### src/rtl/uart_ctrl_pkg.sv
// uart_ctrl_pkg: shared definitions for the UART CPU peripheral.
//   - register offsets within the peripheral page (addr[7:0])
//   - bit positions inside the CON status/control register
//   - TX launch sequencer state encoding
package uart_ctrl_pkg;

    localparam logic [7:0] OFF_TXD = 8'h18;
    localparam logic [7:0] OFF_RXD = 8'h1C;
    localparam logic [7:0] OFF_CON = 8'h20;

    localparam int CON_IE_TX    = 0;
    localparam int CON_IE_RX    = 1;
    localparam int CON_TX_DONE  = 2;
    localparam int CON_RX_VALID = 3;
    localparam int CON_TX_BUSY  = 4;
    localparam int CON_OVR      = 5;

    typedef enum logic [1:0] {
        TX_IDLE   = 2'd0,
        TX_LAUNCH = 2'd1,
        TX_WAIT   = 2'd2,
        TX_ACTIVE = 2'd3
    } tx_state_e;

endpackage

### src/rtl/uart_tx_seq.sv
// uart_tx_seq: launches one byte into the external transmitter and tracks it
// until the transmitter reports idle again.
// Ports:
//   clk, reset   : system clock, synchronous active-high reset
//   load_i       : TXD write strobe (ignored unless idle)
//   data_i       : byte to send, captured on an accepted load
//   tx_busy_i    : transmitter is shifting
//   tx_start_o   : one-cycle launch pulse
//   tx_data_o    : byte presented to the transmitter
//   busy_o       : sequencer not idle
//   done_o       : one-cycle pulse when the transmitter finishes
module uart_tx_seq
    import uart_ctrl_pkg::*;
(
    input  logic       clk,
    input  logic       reset,
    input  logic       load_i,
    input  logic [7:0] data_i,
    input  logic       tx_busy_i,
    output logic       tx_start_o,
    output logic [7:0] tx_data_o,
    output logic       busy_o,
    output logic       done_o
);

    tx_state_e  state_q, state_d;
    logic [7:0] data_q,  data_d;

    always_ff @(posedge clk) begin
        if (reset) begin
            state_q <= TX_IDLE;
            data_q  <= 8'h00;
        end else begin
            state_q <= state_d;
            data_q  <= data_d;
        end
    end

    always_comb begin
        state_d = state_q;
        data_d  = data_q;
        done_o  = 1'b0;
        case (state_q)
            TX_IDLE: begin
                if (load_i) begin
                    state_d = TX_LAUNCH;
                    data_d  = data_i;
                end
            end
            TX_LAUNCH: state_d = TX_WAIT;
            TX_WAIT: begin
                if (tx_busy_i) state_d = TX_ACTIVE;
            end
            TX_ACTIVE: begin
                if (!tx_busy_i) begin
                    state_d = TX_IDLE;
                    done_o  = 1'b1;
                end
            end
            default: state_d = TX_IDLE;
        endcase
    end

    // Gated by reset so a transfer caught in LAUNCH is abandoned silently.
    assign tx_start_o = (state_q == TX_LAUNCH) && !reset;
    assign tx_data_o  = data_q;
    assign busy_o     = (state_q != TX_IDLE);

endmodule

### src/rtl/uart_ctrl.sv
// uart_ctrl: memory-mapped UART control block on the CPU data bus.
// Registers (page selected by addr[31:8] == BASE_ADDR[31:8]):
//   TXD 0x18 : write launches a byte; read returns last accepted byte
//   RXD 0x1C : read returns the rx buffer and clears RX_VALID
//   CON 0x20 : status/enables; read clears TX_DONE and OVR,
//              write updates IE_RX/IE_TX only
// Ports: clk, reset (sync, active high), addr/wdata/rd/wr CPU bus,
//   rdata (combinational), rx_data/rx_valid from receiver,
//   tx_data/tx_start/tx_busy to/from transmitter, irq level interrupt.
module uart_ctrl
    import uart_ctrl_pkg::*;
#(
    parameter logic [31:0] BASE_ADDR = 32'h4000_0000
) (
    input  logic        clk,
    input  logic        reset,
    input  logic [31:0] addr,
    input  logic [31:0] wdata,
    input  logic        rd,
    input  logic        wr,
    output logic [31:0] rdata,
    input  logic [7:0]  rx_data,
    input  logic        rx_valid,
    output logic [7:0]  tx_data,
    output logic        tx_start,
    input  logic        tx_busy,
    output logic        irq
);

    logic page_hit, sel_txd, sel_rxd, sel_con;
    logic wr_txd, rd_rxd, rd_con, wr_con;
    logic seq_busy, seq_done;

    logic [7:0] rx_buf_q,   rx_buf_d;
    logic       rx_valid_q, rx_valid_d;
    logic       ovr_q,      ovr_d;
    logic       tx_done_q,  tx_done_d;
    logic       ie_rx_q,    ie_rx_d;
    logic       ie_tx_q,    ie_tx_d;
    logic [5:0] con;

    logic unused_wdata;
    assign unused_wdata = ^wdata[31:8];

    assign page_hit = (addr[31:8] == BASE_ADDR[31:8]);
    assign sel_txd  = page_hit && (addr[7:0] == OFF_TXD);
    assign sel_rxd  = page_hit && (addr[7:0] == OFF_RXD);
    assign sel_con  = page_hit && (addr[7:0] == OFF_CON);
    assign wr_txd   = wr && sel_txd;
    assign rd_rxd   = rd && sel_rxd;
    assign rd_con   = rd && sel_con;
    assign wr_con   = wr && sel_con;

    uart_tx_seq u_tx_seq (
        .clk        (clk),
        .reset      (reset),
        .load_i     (wr_txd),
        .data_i     (wdata[7:0]),
        .tx_busy_i  (tx_busy),
        .tx_start_o (tx_start),
        .tx_data_o  (tx_data),
        .busy_o     (seq_busy),
        .done_o     (seq_done)
    );

    always_ff @(posedge clk) begin
        if (reset) begin
            rx_buf_q   <= 8'h00;
            rx_valid_q <= 1'b0;
            ovr_q      <= 1'b0;
            tx_done_q  <= 1'b0;
            ie_rx_q    <= 1'b0;
            ie_tx_q    <= 1'b0;
        end else begin
            rx_buf_q   <= rx_buf_d;
            rx_valid_q <= rx_valid_d;
            ovr_q      <= ovr_d;
            tx_done_q  <= tx_done_d;
            ie_rx_q    <= ie_rx_d;
            ie_tx_q    <= ie_tx_d;
        end
    end

    // Set events are checked first so they win over a same-cycle read-clear.
    always_comb begin
        rx_buf_d   = rx_buf_q;
        rx_valid_d = rx_valid_q;
        ovr_d      = ovr_q;
        tx_done_d  = tx_done_q;
        ie_rx_d    = ie_rx_q;
        ie_tx_d    = ie_tx_q;

        if (rx_valid) begin
            rx_buf_d   = rx_data;
            rx_valid_d = 1'b1;
        end else if (rd_rxd) begin
            rx_valid_d = 1'b0;
        end

        if (rx_valid && rx_valid_q) ovr_d = 1'b1;
        else if (rd_con)            ovr_d = 1'b0;

        if (seq_done)    tx_done_d = 1'b1;
        else if (rd_con) tx_done_d = 1'b0;

        if (wr_con) begin
            ie_rx_d = wdata[CON_IE_RX];
            ie_tx_d = wdata[CON_IE_TX];
        end
    end

    always_comb begin
        con               = '0;
        con[CON_IE_TX]    = ie_tx_q;
        con[CON_IE_RX]    = ie_rx_q;
        con[CON_TX_DONE]  = tx_done_q;
        con[CON_RX_VALID] = rx_valid_q;
        con[CON_TX_BUSY]  = seq_busy;
        con[CON_OVR]      = ovr_q;
    end

    always_comb begin
        rdata = 32'h0;
        if (sel_txd)      rdata = {24'h0, tx_data};
        else if (sel_rxd) rdata = {24'h0, rx_buf_q};
        else if (sel_con) rdata = {26'h0, con};
    end

    // Built only from flops, so no bus input reaches irq combinationally.
    assign irq = (ie_rx_q & rx_valid_q) | (ie_tx_q & tx_done_q);

endmodule

### config.mk
export PLATFORM = sky130hd
export DESIGN_NAME = uart_ctrl
export DESIGN_NICKNAME = d
export VERILOG_FILES = /design/src/rtl/uart_ctrl_pkg.sv /design/src/rtl/uart_tx_seq.sv /design/src/rtl/uart_ctrl.sv
export SDC_FILE = /design/constraint.sdc
export NUM_CORES = 1
export LEC_CHECK = 0
export BUFFER_PORTS_ARGS = -buffer_cell sky130_fd_sc_hd__buf_4
export CAP_MARGIN = 20
export CORE_ASPECT_RATIO = 0.75
export CORE_MARGIN = 2
export CORE_UTILIZATION = 35
export CTS_CLUSTER_SIZE = 40
export DETAILED_ROUTE_END_ITERATION = 16
export GPL_TIMING_DRIVEN = 0
export HOLD_SLACK_MARGIN = 0.12
export MAX_ROUTING_LAYER = met4
export PLACE_DENSITY = 0.74
export SKIP_LAST_GASP = 1
export SYNTH_ARGS = -nofsm -noshare
export SYNTH_HDL_FRONTEND = slang
export SYNTH_SLANG_ARGS = --single-unit
### constraint.sdc
create_clock -name clk -period 1.5 [get_ports clk]
set_input_delay 0.15 -clock clk [delete_from_list [all_inputs] [get_ports clk]]
set_output_delay 0.15 -clock clk [all_outputs]
set_load 0.02 [all_outputs]
Word-level counts from Yosys, hierarchy flattened
Index checks and enable logic that the tools add are counted.

operators by class
  add/sub/neg operators = 0
  reduce and logical (&&, ||, !) cells = 17
  multipliers = 0
  div/mod/pow operators = 0
  bitwise gates (word level) = 3
  multiplexer cells = 14
  shift operators = 0
  $lt $le $gt $ge = 0
  equal/unequal tests = 10

operators with widths
  operator                                               count
  equality test 24 x 23 -> 1 bit, second input constant  1
  equality test 8 x 5 -> 1 bit, second input constant    2
  2-to-1 mux 8 bit                                       2
  logical AND 1 bit                                      9
  equality test 8 x 6 -> 1 bit, second input constant    1
  case mux 2 bit (4 select lines)                        1
  nonzero test 2 bit                                     4
  2-to-1 mux 1 bit                                       7
  2-to-1 mux 2 bit                                       3
  2-to-1 mux 6 bit                                       1
  equality test 2 bit, second input constant             2
  != test 2 bit, second input constant                   2
  AND reduction 3 bit                                    1
  AND 1 bit                                              2
  equality test 2 x 1 -> 1 bit, second input constant    1
  logical NOT 2 bit                                      1
  != test 2 x 1 -> 1 bit, second input constant          1
  AND reduction 2 bit                                    1
  logical NOT 1 bit                                      1
  bitwise OR 1 bit                                       1

word-level totals
  flip-flop bits (word level) = 23
  logic and storage cells = 52
  bits of input ports = 78
  bits in latches = 0
  memories = 0
  ROM bits = 0
  output and inout port bits = 42
  RAM bits = 0

Longest topological paths before layout
  depth in word-level cells = 5
  depth in mapped cells = 7
  depth with buffers taken out = 6

Modules after synthesis
Synthesis repeated with hierarchy kept, for this count alone.

second synthesis, totals
  cells, all modules = 177
  area, all modules = 1467.7 um2

by module, submodules not included
  module       instances  seq. area each (um2)  area an instance (um2)  cells each
  uart_ctrl    1          260.2                 992.2                   122
  uart_tx_seq  1          200.2                 475.5                   55

Worst setup path after synthesis
Ideal clock, no wire load.

  path kind = in2out
  start point = input port addr[18]
  end point = output port rdata[1]
  data required time = 1350 ps
  path buffers = 1
  arrival = 1515 ps
  slack = -165 ps
  stages on the path = 5
  cells stage by stage = or4_4 -> buf_6 -> nor4_4 -> a222oi_1 -> inv_1

on the way
  cells in the longest elaborated chain, start to end = 5
  elaborated cells on any way between the ends = 7
  classes of those cells = eq/ne (1); mux (3); reduce/logical (3)

RTL lines
  item                                line              source
  start, declared                     uart_ctrl.sv:17   input logic [31:0] addr,
  equality test 24 x 23 -> 1 bit (*)  uart_ctrl.sv:45   assign page_hit = (addr[31:8] == BASE_ADDR[31:8]);
  logical AND 1 bit                   uart_ctrl.sv:48   assign sel_con = page_hit && (addr[7:0] == OFF_CON);
  2-to-1 mux 6 bit                    uart_ctrl.sv:126  else if (sel_con) rdata = {26'h0, con};
  2-to-1 mux 8 bit                    uart_ctrl.sv:125  else if (sel_rxd) rdata = {24'h0, rx_buf_q};
  2-to-1 mux 8 bit (*)                uart_ctrl.sv:124  if (sel_txd) rdata = {24'h0, tx_data};
  end, declared                       uart_ctrl.sv:21   output logic [31:0] rdata,

Mark *: on every way between the ends. The rest lies on a longest branch, timed or not.

Final worst setup path
  start point = input port addr[7]
  end point = output port rdata[2]

on the way
  cells in the longest elaborated chain, start to end = 5
  elaborated cells on any way between the ends = 9
  classes of those cells = eq/ne (3); mux (3); reduce/logical (3)

RTL lines
  item                          line
  equality test 8 x 6 -> 1 bit  uart_ctrl.sv:48
  logical AND 1 bit             uart_ctrl.sv:48
  2-to-1 mux 6 bit              uart_ctrl.sv:126
  2-to-1 mux 8 bit              uart_ctrl.sv:125
  2-to-1 mux 8 bit (*)          uart_ctrl.sv:124

Marked as above.

==> metrics.cfg <==
[worst_setup_path]
end_kind = output port
crit-reg2reg-capture = u_tx_seq.tx_data_o[3]$_SDFFE_PP0P_
arrival_ns = 1.60
worstPathRequired_ns = 1.35
r2r_cells = 7
r2r-start = u_tx_seq.state_q[1]$_SDFFE_PP0P_
start_kind = primary input
worstPathMaxFanout = 8
rrSetupSlack_ns = 0.07
criticalPathCategory = in -> out

[power_and_ir_drop]
p_per_area_nw_per_um2 = 534.4
p_seq_share_pct = 47.3
power_frac_clock_pct = 28.7
power.total_mw = 1.345
p_sw_mw = 0.3465
p_int_mw = 0.9981
pwr-share-comb_pct = 24.1
sw_frac_of_total_pct = 25.77
ir_drop_uv = 447.8
p_leak_nw = 1.268

[sta]
finalSetupViolCount = 12
skew_ns = 0.004869
period_share_pct = 116.6
period_needed_ns = 1.748
rsz0062_at_grt = yes
hold_viol = 0
fin_hold_ws_ns = 0.1313
max_clock_freq_mhz = 572.0
setup_slack_ns = -0.2484
max_slew.worst_pin.slew_ns = 0.6689
relSlewSlack_pct = 55.41
slew_viol_final = 0

[clocking]
clock_latency_ns = 0.26
cts_root_buffer = clkbuf_8
h-tree-depth = 1
cts.sinks = 23
clkTransAtPathRegs_ns = 0.08
cts_buffer_depth = 2
cts_buffers = 3
cts_tree = done

[global_route]
use_met2_pct = 31.53
grt_max_degree = 15
grt_use_total_pct = 17.50
antenna_found_initial = 0
gr-usage-met1_pct = 20.54
overflow = 0
grt_pass1_wl_um = 6196
grt.busiest_layer = met2
grt_pass1_vias = 1354
use_met3_pct = 4.573

[place]
port_buffers = 70
gp_congestion = 0.7191
dp_hpwl_um = 2952
dp_cells = 301

[die]
dieArea_um2 = 4638
ios = 120
row_count = 20
die_w_um = 77.97
core_area_um2 = 4004
die_h_um = 59.48
initial_core_util_pct = 35.88

[synth]
synth.ff_latch_count = 23
async_reset_ff_share_pct = 0
syn_area_per_cell_um2 = 9.388
yosysWarnings = 0
synth_edf_count = 0
ys_seq_area_share_pct = 32.06
synth_area_um2 = 1436
yosysUniqueCellTypes = 33
ys.flop_type = dfxtp_1
synth_cells = 153

[final_layout]
multi_input_area_um2 = 920.9
final-instance-count-excl-fill = 325
diodes = 0
area_growth_pct = 75.17
nFillCells = 365
drive_gt1_share_pct = 50.37
final_nets = 353
regArea_um2 = 462.9

[detailed_routing]
post_drt_wl_per_cell_um = 12.28
vias = 1412
wl_um = 3992
drt-initial-drc-count = 60
drcViolationCount = 0
avgViaCountPerCell = 4.345
antenna_left = 0
drt_pass1_iterations = 4

[hold_path]
min_path_cells = 3
hold_path_end = rx_buf_q[0]$_SDFFE_PP0P_
holdCritPathClass = in -> reg
hold_start = rx_data[0]

[outcome]
violations = negative setup slack
status = complete, but fails checks

[run]
drv_cap = 0

-- state kept, by name (all words and copies together), names as in the netlist --
signal	count
rx_buf_q	8
u_tx_seq.tx_data_o	8
u_tx_seq.state_q	2
ie_rx_q	1
ie_tx_q	1
ovr_q	1
rx_valid_q	1
tx_done_q	1
-- final cells by class --
| class | instances | share of cell area (%) |
|---|---|---|
| multi-input cells | 114 | 36.60 |
| repair buffers | 91 | 30.48 |
| flip-flops and latches | 23 | 18.40 |
| plain buffers | 29 | 8.503 |
| well taps | 55 | 2.735 |
| clock buffers | 3 | 1.641 |
| inverters | 9 | 1.343 |
| clock inverters | 1 | 0.2984 |
-- kinds of logic after synthesis --
| kind of cell | Yosys count | synth area share (%) |
|---|---|---|
| other cells | 1 | 0.2611 |
| mux | 17 | 11.85 |
| buf+inv | 39 | 17.77 |
| fa+ha+maj | 4 | 3.484 |
| compound gates | 23 | 13.76 |
| simple gates | 46 | 20.82 |
| flops | 23 | 32.06 |
-- stage by stage --
step	setup TNS [ns]	utilization (%)	area (um^2)	setup WS, ns
5_1_grt	-3.140	62.84	2516	-0.3558
6_report	-2.037	62.84	2516	-0.2484
3_5_place_dp	-8.134	54.16	2168	-0.5238
3_3_place_gp	-8.137	54.16	2168	-0.5399
4_1_cts	-2.072	60.22	2411	-0.2758
2_1_floorplan	-1.329	-	1574	-0.1353
-- synthesized netlist by cell type (3+ instances only) --
cell	number	share of area [%]
a222oi_1	5	3.5
a21boi_1	3	1.6
o21ba_1	3	2.1
clkbuf_1	3	0.78
ha_1	4	3.5
buf_4	25	13
a22o_1	3	1.8
nand2_1	4	1.0
nor2_1	19	5.0
inv_1	9	2.4
a21oi_1	3	1.0
mux2i_1	17	12
dfxtp_1	23	32
nor4_1	5	2.2
-- worst max path at each step --
| stage | cells after the start | to | start |
|---|---|---|---|
| after floorplan | 7 | rdata[0] | addr[18] |
| after global placement | 7 | rdata[1] | addr[10] |
| after detailed placement | 7 | rdata[2] | addr[10] |
| after CTS | 8 | rdata[0] | addr[7] |
| after global routing | 8 | rdata[0] | addr[23] |
| final | 7 | rdata[2] | addr[7] |
-- critical path, stage by stage --
cell and delay [ns]:
buf_6 0.09, or4_4 0.57, nor4_4 0.32, buf_6 0.18, a222oi_1 0.10, inv_1 0.08
buf_6 0.11
-- routing by layer --
| metal | wire, um | share of wire [%] | vias to the layer above |
|---|---|---|---|
| met5 | 0 | 0 | - |
| met4 | 4 | 0.10 | 0 |
| met3 | 280 | 7.0 | 2 |
| met2 | 1974 | 49 | 45 |
| met1 | 1732 | 43 | 640 |
| li1 | - | - | 725 |
-- cell usage in the layout, fill, tap and decap left out, types with 3 or more instances in the layout --
master	netlist	routed
mux2i_1	17	17
clkbuf_8	0	3
dlygate4sd3_1	0	8
dfxtp_1	23	21
inv_1	9	7
a22o_1	3	3
nor2_1	19	19
buf_4	25	90
o21ba_1	3	3
a21boi_1	3	3
ha_1	4	3
a222oi_1	5	5
clkbuf_1	3	3
buf_6	2	19
nor4_4	2	5
conb_1	1	24
-- power by group through the flow --
| stage | Combinational [mW] | Sequential, mW | Clock (mW) |
|---|---|---|---|
| 3_3_place_gp | 0.285 | 0.649 | 0 |
| 6_report | 0.324 | 0.635 | 0.385 |
| 2_1_floorplan | 0.157 | 0.647 | 0 |
| 4_1_cts | 0.306 | 0.635 | 0.409 |
| 5_1_grt | 0.348 | 0.637 | 0.427 |
| 3_5_place_dp | 0.288 | 0.649 | 0 |
-- what timing repair did --
action,CTS,global route
pin swaps,11,14
setup endpoints to repair,19,20
hold endpoints to repair,8,0
resized for setup,17,17
setup buffers,9,4
hold buffers,8,0
(Power assumes the default switching activity.)
